[src/rtl/stack_pkg.sv]
// Shared definitions for the stack unwinder: control state encoding.
package stack_pkg;

    // FILL accepts words from the producer, DRAIN hands them back in reverse.
    typedef enum logic {
        FILL  = 1'b0,
        DRAIN = 1'b1
    } state_t;

endpackage

[src/rtl/stack_ram.sv]
// Stack storage: 2**SIZE x WIDTH, one synchronous write port and one
// asynchronous (combinational) read port.
module stack_ram #(
    parameter int WIDTH = 18,
    parameter int SIZE  = 4
) (
    input  logic             clk,
    input  logic             wr_en,
    input  logic [SIZE-1:0]  wr_addr,
    input  logic [WIDTH-1:0] wr_data,
    input  logic [SIZE-1:0]  rd_addr,
    output logic [WIDTH-1:0] rd_data
);

    logic [WIDTH-1:0] mem [2**SIZE];

    // Write the pushed word into its slot.
    // NOTE: the array has no reset; count alone says which slots are valid,
    // so stale contents are never observed and the array can map to plain RAM.
    always_ff @(posedge clk) begin
        if (wr_en) begin
            mem[wr_addr] <= wr_data;
        end
    end

    assign rd_data = mem[rd_addr];

endmodule

[src/rtl/stack_unwinder.sv]
// Frame reverser: collects a frame of words, then returns them last-in
// first-out. A frame ends on in_last or when the buffer fills (overflow).
module stack_unwinder
    import stack_pkg::*;
#(
    parameter int WIDTH = 18,
    parameter int SIZE  = 4
) (
    input  logic             clk,
    input  logic             reset,
    input  logic             in_valid,
    output logic             in_ready,
    input  logic [WIDTH-1:0] in_data,
    input  logic             in_last,
    output logic             out_valid,
    input  logic             out_ready,
    output logic [WIDTH-1:0] out_data,
    output logic             out_last,
    output logic [SIZE:0]    count,
    output logic             overflow
);

    localparam int            DEPTH     = 2**SIZE;
    localparam logic [SIZE:0] ONE       = (SIZE+1)'(1);
    localparam logic [SIZE:0] LAST_SLOT = (SIZE+1)'(DEPTH - 1);

    state_t         state_q, state_d;
    logic [SIZE:0]  count_q, count_d;
    logic           overflow_q, overflow_d;

    logic           fill_active;
    logic           drain_active;
    logic           push;
    logic           pop;
    logic [SIZE-1:0] rd_addr;

    assign fill_active  = (state_q == FILL);
    assign drain_active = (state_q == DRAIN);

    // The handshakes use the bare state so reset never reaches a flop's D input;
    // the port-level in_ready is additionally forced low while reset is held.
    assign push = in_valid  && fill_active;
    assign pop  = out_ready && drain_active;

    assign in_ready  = fill_active && !reset;
    assign out_valid = drain_active;
    assign out_last  = drain_active && (count_q == ONE);
    assign count     = count_q;
    assign overflow  = overflow_q;

    // Top of stack is one below count; modular wrap handles count == DEPTH.
    assign rd_addr = count_q[SIZE-1:0] - SIZE'(1);

    stack_ram #(
        .WIDTH (WIDTH),
        .SIZE  (SIZE)
    ) u_ram (
        .clk     (clk),
        .wr_en   (push),
        .wr_addr (count_q[SIZE-1:0]),
        .wr_data (in_data),
        .rd_addr (rd_addr),
        .rd_data (out_data)
    );

    // Next-state, count and overflow pulse decode.
    // NOTE: every signal driven here gets its hold value first so no path
    // through the case leaves it unassigned, which would infer a latch.
    always_comb begin
        state_d    = state_q;
        count_d    = count_q;
        overflow_d = 1'b0;
        case (state_q)
            FILL: begin
                if (push) begin
                    count_d = count_q + ONE;
                    if (in_last) begin
                        state_d = DRAIN;
                    end else if (count_q == LAST_SLOT) begin
                        state_d    = DRAIN;
                        overflow_d = 1'b1;
                    end
                end
            end
            DRAIN: begin
                if (pop) begin
                    count_d = count_q - ONE;
                    if (count_q == ONE) begin
                        state_d = FILL;
                        count_d = '0;
                    end
                end
            end
            default: begin
                state_d = FILL;
                count_d = '0;
            end
        endcase
    end

    // Control state register with asynchronous reset.
    // NOTE: non-blocking assignments so every flop samples pre-edge values.
    always_ff @(posedge clk or posedge reset) begin
        if (reset) begin
            state_q    <= FILL;
            count_q    <= '0;
            overflow_q <= 1'b0;
        end else begin
            state_q    <= state_d;
            count_q    <= count_d;
            overflow_q <= overflow_d;
        end
    end

endmodule
[config.mk]
export PLATFORM = sky130hd
export DESIGN_NAME = stack_unwinder
export DESIGN_NICKNAME = d
export VERILOG_FILES = /design/src/rtl/stack_pkg.sv /design/src/rtl/stack_ram.sv /design/src/rtl/stack_unwinder.sv
export SDC_FILE = /design/constraint.sdc
export NUM_CORES = 1
export LEC_CHECK = 0
export CORE_UTILIZATION = 34
export CTS_CLUSTER_DIAMETER = 200
export DETAILED_ROUTE_END_ITERATION = 12
export PLACE_DENSITY_LB_ADDON = 0.15
export SYNTH_ARGS = -nofsm -noshare
export SYNTH_HDL_FRONTEND = slang
export SYNTH_SLANG_ARGS = --single-unit
[constraint.sdc]
create_clock -name clk -period 3.4 [get_ports clk]
set_input_delay 0.34 -clock clk [delete_from_list [all_inputs] [get_ports clk]]
set_output_delay 0.34 -clock clk [all_outputs]
set_load 0.01 [all_outputs]
==> results by group, run 1 <==
Status
  • Status: finished clean

Synthesis
  • Sequential fraction of the synthesis area: 74.5%
  • Mapped Avg Cell Area: roughly 21 µm²
  • Area contributors post-synth: edfxtp_1 73%, mux2i_1 9.4%, mux4_2 8.9%, mux4_1 1.6%, dfrtp_1 1.5%
  • Synth Instances: 552
  • Post-Syn Nets: 580
  • Synth warnings: 0
  • Synth top area share: approximately three quarters
  • Cell taking the most area after synthesis: edfxtp_1
  • Netlist cell types: 38
  • Mapped cell area: about 0.012 mm²
  • Number of synthesized register bits: approximately 300

Setup path
  • Reg-to-reg critical path endpoint: u_ram.mem[3][11]$_DFFE_PP_
  • CP Max Fanout: 10
  • Crit path cell chain: inv_2, ha_4, xor2_4, bufbuf_16, mux4_2, mux2i_1, dlygate4sd2_1
  • R2R Path Start: count[0]$_DFFE_PP0P_
  • R2R cell count: 5
  • CP Capture Type: output pin
  • Worst EP arrival: 2990 ps
  • Flop-to-flop setup slack: 860 ps
  • WP data required: 3060 ps
  • Setup CP Type: reg -> out
  • Max stage delay on crit path: 530 ps
  • CP max-delay cell: dfrtp_4
  • Worst Setup Start Kind: register

Timing
  • Clock skew: 15.0 ps
  • Slew margin rel.: 51.8%
  • Max Freq: 300 MHz
  • Final period utilization: between 90% and 100%
  • Final Worst Setup Slack: ~71 ps
  • Setup tns final: 0 ps
  • Minimum clock period: 3330 ps
  • Final Hold Fails: 0
  • RSZ-0062 raised after global routing: no
  • Slew of the pin with the lowest slew margin: 723 ps
  • Final setup vio count: 0
  • Max-slew violation count: 0

Flow run
  • Max cap viols: 0

Clocking
  • CTS H-tree depth: 2
  • CTS tree: done
  • Clock sink count: 295
  • Clock transition at the registers of the reported paths: 60 ps
  • Clock Latency Late Sink: 500 ps
  • Post-CTS Hold Buffers: 0
  • Clock tree buffer depth: 3
  • CTS root buf: clkbuf_16
  • CTS Buf Count: 34

Detailed routing
  • Vias: around 5,600
  • DRT antenna net count: 0
  • Drt initial violations: between 300 and 400
  • Mean number of vias per cell: 5.03
  • Drt first pass iters: 4
  • Routed len/inst: 24.3 µm
  • Final WL: 27,200 µm
  • DRC: 0

GRT
  • Total GRT Usage: 15.6%
  • Antenna violations before repair: 2
  • Total grt overflow: 0
  • Number of global-route vias before repair: 6,073
  • Largest net degree at the start of global routing: 58
  • First-pass GRT wire length: 40,100 µm

Final layout
  • Nets: 678
  • Footprint of the multi-input gates: 0.00287 mm²
  • Reg area: approximately 0.0088 mm²
  • Synth-to-Final Area Change: 20.2%
  • Fillers: 2,987
  • Final Instance Area: 0.0142 mm²
  • Share of cells above drive strength 1: 23.5%

Floorplanning
  • Die X: 189 µm
  • Die Ht: between 150 and 200 µm
  • DIE AREA: around 0.036 mm²
  • Standard-cell rows: 67
  • # IOs: 50
  • Starting Density: 35.0%
  • Core area: 0.0339 mm²

Place
  • Area after DPL: 0.0130 mm²
  • Port bufs: 49
  • Dpl ws: between 200 and 250 ps
  • GP Congestion: 0.773
  • Post-DP HPWL: between 15,000 and 20,000 µm

Power and ir drop
  • Pleak: 0.00482 µW
  • Overall Power: 12,800 µW
  • Pwr/cell area: 897 mW/mm²
  • Peak supply drop: 0.000542 V

Hold path
  • Hold Path Class: in -> async
==> synthesized netlist by cell type <==
cell,count
a21oi_1,2
a22o_1,1
a22oi_1,1
a311o_1,1
a32o_1,1
and2_1,1
and3_1,1
buf_1,1
buf_12,2
buf_2,3
buf_4,3
buf_6,10
buf_8,1
clkbuf_1,7
dfrtp_1,7
edfxtp_1,288
ha_1,5
inv_1,4
inv_2,1
mux2i_1,111
mux4_1,7
mux4_2,47
nand2_1,8
nand2b_1,3
nand3_1,1
nand3b_1,1
nor2_1,16
nor2b_1,1
nor3_1,5
nor3_4,1
nor3b_1,1
nor3b_2,1
o211a_1,1
o21ai_0,1
o21ai_1,3
or4b_1,1
xnor2_1,1
xor2_4,2
==> cells in the final DEF (no fill, tap or decap), drive strengths merged, types with 3 or more instances in the layout <==
cell and count:
edfxtp 288, mux2i 111, mux4 54, clkbuf 44, buf 38, clkdlybuf4s50 31, dlygate4sd2 16, nor2 16
clkinv 11, nand2 8, dfrtp 7, inv 6, nor3 6, ha 5, bufinv 4, o21ai 4
nand2b 3
==> per-stage QoR <==
step           hold WS [ps]  utilization [%]  instances
5_1_grt                 142             42.0       1120
3_3_place_gp            643             38.5       1057
6_report                127             42.0       1121
4_1_cts                 121             41.9       1117
2_1_floorplan           143                -        552
3_5_place_dp            633             38.5       1057
==> report_power, final <==
| part | total [µW] | internal, µW | switching (µW) |
|---|---|---|---|
| Clock | 3530 | 2170 | 1350 |
| Combinational | 5110 | 2570 | 2540 |
| Sequential | 4130 | 4050 | 82.6 |
| Total | 12800 | 8790 | 3980 |
==> state kept, by name (all words and copies together), names as in the netlist <==
name       count
overflow       1
count          5
u_ram.mem    288
out_valid      1
==> cell families (layout without fill, tap and decap cells) <==
| kind of cell | after synthesis | after routing | synth area share, % |
|---|---|---|---|
| buffers and inverters | 32 | 152 | 2.14 |
| adder cells (fa/ha/maj) | 5 | 5 | 0.528 |
| AO/OA/AOI/OAI | 11 | 11 | 0.644 |
| other | 0 | 1 | 0 |
| XOR/XNOR | 3 | 3 | 0.539 |
| multiplexers | 165 | 165 | 19.9 |
| AND/OR/NAND/NOR | 41 | 41 | 1.79 |
| flip-flops | 295 | 295 | 74.5 |
==> timing repair <==
action | 4_1_cts | 5_1_grt
setup endpoints to repair | 19 | 5
gates cloned | 2 | 0
gates resized for setup | 27 | 6
buffers inserted | 0 | 3
==> worst max-delay path: cells and delay by family (launching register included) <==
kind | cells | cell delay, ps
flops | 1 | 530
buf+inv | 3 | 790
mux | 2 | 740
fa+ha+maj | 1 | 190
xor+xnor | 1 | 240
==> layout make-up <==
type	instances	area share (%)
Clock inverter	16	1.20
Timing Repair Buffer	89	6.21
Multi-Input combinational cell	225	20.1
Inverter	5	0.132
Sequential cell	295	62.0
Tap cell	448	3.94
Antenna cell	1	0.0176
Clock buffer	42	6.34
==> worst max-delay path by stage <==
stage,startpoint,to,slack [ps],cells past startpoint
floorplan,count[0]$_DFFE_PP0P_,u_ram.mem[0][0]$_DFFE_PP_,340,7
global placement,count[0]$_DFFE_PP0P_,out_data[0],250,7
detailed placement,count[0]$_DFFE_PP0P_,out_data[0],230,5
CTS,count[0]$_DFFE_PP0P_,out_data[15],10,7
global route,count[0]$_DFFE_PP0P_,out_data[17],0.8,8
finish,count[0]$_DFFE_PP0P_,out_data[14],70,7
==> per-layer routing <==
metal  vias up  track usage [%]  wire [µm]
met1      2958             20.9      11800
met3        49             3.13       1600
li1       2476                -          -
met2       150             25.9      13200
met5         -                0         17
met4         2             4.19        565
Note: power is estimated with default switching activity, not from simulation.
==> run 2: changes to the inputs <==
--- a/config.mk
+++ b/config.mk
@@ -5,7 +5,7 @@
 export SDC_FILE = /design/constraint.sdc
 export NUM_CORES = 1
 export LEC_CHECK = 0
-export CORE_UTILIZATION = 34
+export CORE_UTILIZATION = 55
 export CTS_CLUSTER_DIAMETER = 200
 export DETAILED_ROUTE_END_ITERATION = 12
 export PLACE_DENSITY_LB_ADDON = 0.15
==> results by group, run 2 (synthesized netlist as in run 1, its figures left out) <==
Status
  • Status: finished clean (unchanged)

Place
  • Dpl ws: 273 ps (was 231 ps)
  • Post-DP HPWL: 13,600 µm (was 15,400 µm)
  • GP Congestion: 0.877 (was 0.773)
  • Area after DPL: 0.0128 mm² (was 0.0130 mm²)
  • Port bufs: 49 (unchanged)

Final layout
  • # diodes: 0 (was 1)
  • Commonest non-fill, non-tap cells in the layout: 288 x edfxtp_1, 107 x mux2i_1, 47 x mux4_2 (was 288 x edfxtp_1, 106 x mux2i_1, 47 x mux4_2)
  • Top reg by flops: u_ram.mem (unchanged)
  • Synth-to-Final Area Change: 17.9% (was 20.2%)
  • Fillers: 1,391 (was 2,987)
  • Most common cell after layout, fill and taps aside: edfxtp_1 (unchanged)
  • Number of flip-flops in the largest register: 288 (unchanged)
  • Util after Layout: 66.2% (was 42.0%)
  • Share of cells above drive strength 1: 23.8% (was 23.5%)
  • Footprint of the multi-input gates: 0.00285 mm² (was 0.00287 mm²)
  • Reg area: 0.00883 mm² (about the same)
  • Final Instance Area: 0.0140 mm² (was 0.0142 mm²)
  • Nets: 670 (was 678)

GRT
  • First-pass GRT wire length: 36,300 µm (was 40,100 µm)
  • Antenna violations before repair: 0 (was 2)
  • Largest net degree at the start of global routing: 58 (unchanged)
  • Number of global-route vias before repair: 5,977 (was 6,073)
  • Total grt overflow: 0 (unchanged)
  • Total GRT Usage: 22.9% (was 15.6%)

Timing
  • Final Worst Setup Slack: 114 ps (was 71.2 ps)
  • Slew margin rel.: 52.5% (was 51.8%)
  • Setup tns final: 0 ps (unchanged)
  • Max Freq: 304 MHz (was 300 MHz)
  • Final Hold Fails: 0 (unchanged)
  • Final setup vio count: 0 (unchanged)
  • Max-slew violation count: 0 (unchanged)
  • Final period utilization: 96.7% (was 97.9%)
  • Minimum clock period: 3290 ps (was 3330 ps)
  • Slew of the pin with the lowest slew margin: 708 ps (was 723 ps)
  • Clock skew: 7.73 ps (was 15.0 ps)
  • RSZ-0062 raised after global routing: no (unchanged)

Clocking
  • Clock tree buffer depth: 3 (unchanged)
  • Clock transition at the registers of the reported paths: 60 ps (about the same)
  • CTS tree: done (unchanged)
  • CTS H-tree depth: 1 (was 2)
  • CTS Buf Count: 29 (was 34)
  • Clock Latency Late Sink: 530 ps (was 500 ps)
  • Post-CTS Hold Buffers: 0 (unchanged)
  • CTS root buf: clkbuf_16 (unchanged)
  • Clock sink count: 295 (unchanged)

Floorplanning
  • Standard-cell rows: 53 (was 67)
  • Starting Density: 56.2% (was 35.0%)
  • DIE AREA: 0.0221 mm² (was 0.0356 mm²)
  • Core area: 0.0211 mm² (was 0.0339 mm²)
  • Die X: 149 µm (was 189 µm)
  • Die Ht: 149 µm (was 189 µm)
  • # IOs: 50 (unchanged)

Setup path
  • CP Capture Type: output pin (unchanged)
  • WP data required: 3060 ps (about the same)
  • Worst Setup Start Kind: register (unchanged)
  • Setup CP Type: reg -> out (unchanged)
  • R2R cell count: 5 (unchanged)
  • CP Max Fanout: 13 (was 10)
  • Worst EP arrival: 2950 ps (was 2990 ps)

Detailed routing
  • Drt initial violations: 397 (was 384)
  • Routed len/inst: 25.8 µm (was 24.3 µm)
  • Vias: 5,697 (was 5,635)
  • Final WL: 24,200 µm (was 27,200 µm)
  • Mean number of vias per cell: 6.07 (was 5.03)
  • DRT antenna net count: 0 (unchanged)
  • DRC: 0 (unchanged)
  • Drt first pass iters: 5 (was 4)

Flow run
  • Max cap viols: 0 (unchanged)

Power and ir drop
  • Net Switching: 3760 µW (was 3980 µW)
  • Internal Power: 8710 µW (was 8790 µW)
  • Pwr/cell area: 892 mW/mm² (was 897 mW/mm²)
  • Comb pwr share: 40.4% (was 40.0%)
  • Peak supply drop: 0.000667 V (was 0.000542 V)
  • Clk pwr share: 26.5% (was 27.6%)
  • Pleak: 0.00483 µW (was 0.00482 µW)
  • Sw frac: 30.1% (was 31.1%)
  • Sequential share of power: 33.2% (was 32.4%)

Hold path
  • Hold Path Class: in -> async (unchanged)
==> run 2: cell types whose count changed in the layout (fill, tap and decap cells not counted), moves of 2 or more <==
| cell | delta |
|---|---|
| dlygate4sd2_1 | -9 |
| buf_4 | -7 |
| dlymetal6s2s_1 | +7 |
| clkbuf_16 | -6 |
| clkbuf_8 | +5 |
| buf_12 | +4 |
| clkbuf_1 | -4 |
| clkinv_1 | -3 |
| clkbuf_2 | +2 |
| clkinv_2 | +2 |
| mux2i_4 | -2 |
==> run 2: layer usage <==
layer	vias up	GRT usage (%)	share of wire (%)
li1	2449	-	-
met1	3022	31.3	42
met2	187	38.6	51
met3	39	3.24	5.1
met4	0	6.73	2.1
met5	-	0	0
==> run 2: stage by stage <==
step	power, µW	hold WS, ps	std cells
2_1_floorplan	7380	143	552
3_3_place_gp	9020	634	878
3_5_place_dp	9050	636	878
4_1_cts	12600	78.6	937
5_1_grt	13000	120	938
6_report	12500	92.0	938
==> run 2: power groups by stage <==
stage	clock (µW)	sequential (µW)	combinational [µW]
5_1_grt	3490	4140	5340
4_1_cts	3360	4130	5120
6_report	3300	4140	5030
3_3_place_gp	0	4200	4820
3_5_place_dp	0	4200	4850
2_1_floorplan	0	4180	3200
==> run 2: worst max-delay path, cell delays in order (launching register included) <==
cell           delay, ps
dfrtp_4              510
inv_2                100
ha_4                 180
xor2_4               240
buf_4                150
buf_4                120
bufbuf_16            310
mux2i_1              320
mux2i_1              170
dlygate4sd2_1        310
==> run 2: timing repair <==
item                       in CTS  in global routing
setup endpoints to repair      19                 11
buffers inserted                5                  1
cloned                          2                  0
gates resized for setup        21                 18
==> run 2: path summary, 6_finish.rpt <==
check | start | end | slack, ps
max in group asynchronous | reset | count[0]$_DFFE_PP0P_ | 3050
hold reg to reg | count[1]$_DFFE_PP0P_ | count[1]$_DFFE_PP0P_ | 660
setup reg to reg | count[0]$_DFFE_PP0P_ | u_ram.mem[3][3]$_DFFE_PP_ | 680
min in group clk | in_last | overflow$_DFF_PP0_ | 380
setup / recovery | count[0]$_DFFE_PP0P_ | out_data[14] | 110
hold / removal | reset | count[0]$_DFFE_PP0P_ | 90
==> run 2: cell type report <==
| class | instances | area share (%) |
|---|---|---|
| Multi-Input combinational cell | 225 | 20.4 |
| Tap cell | 275 | 2.46 |
| Inverter | 5 | 0.134 |
| Sequential cell | 295 | 63.2 |
| Timing Repair Buffer | 86 | 6.69 |
| Clock inverter | 15 | 1.37 |
| Clock buffer | 37 | 5.77 |
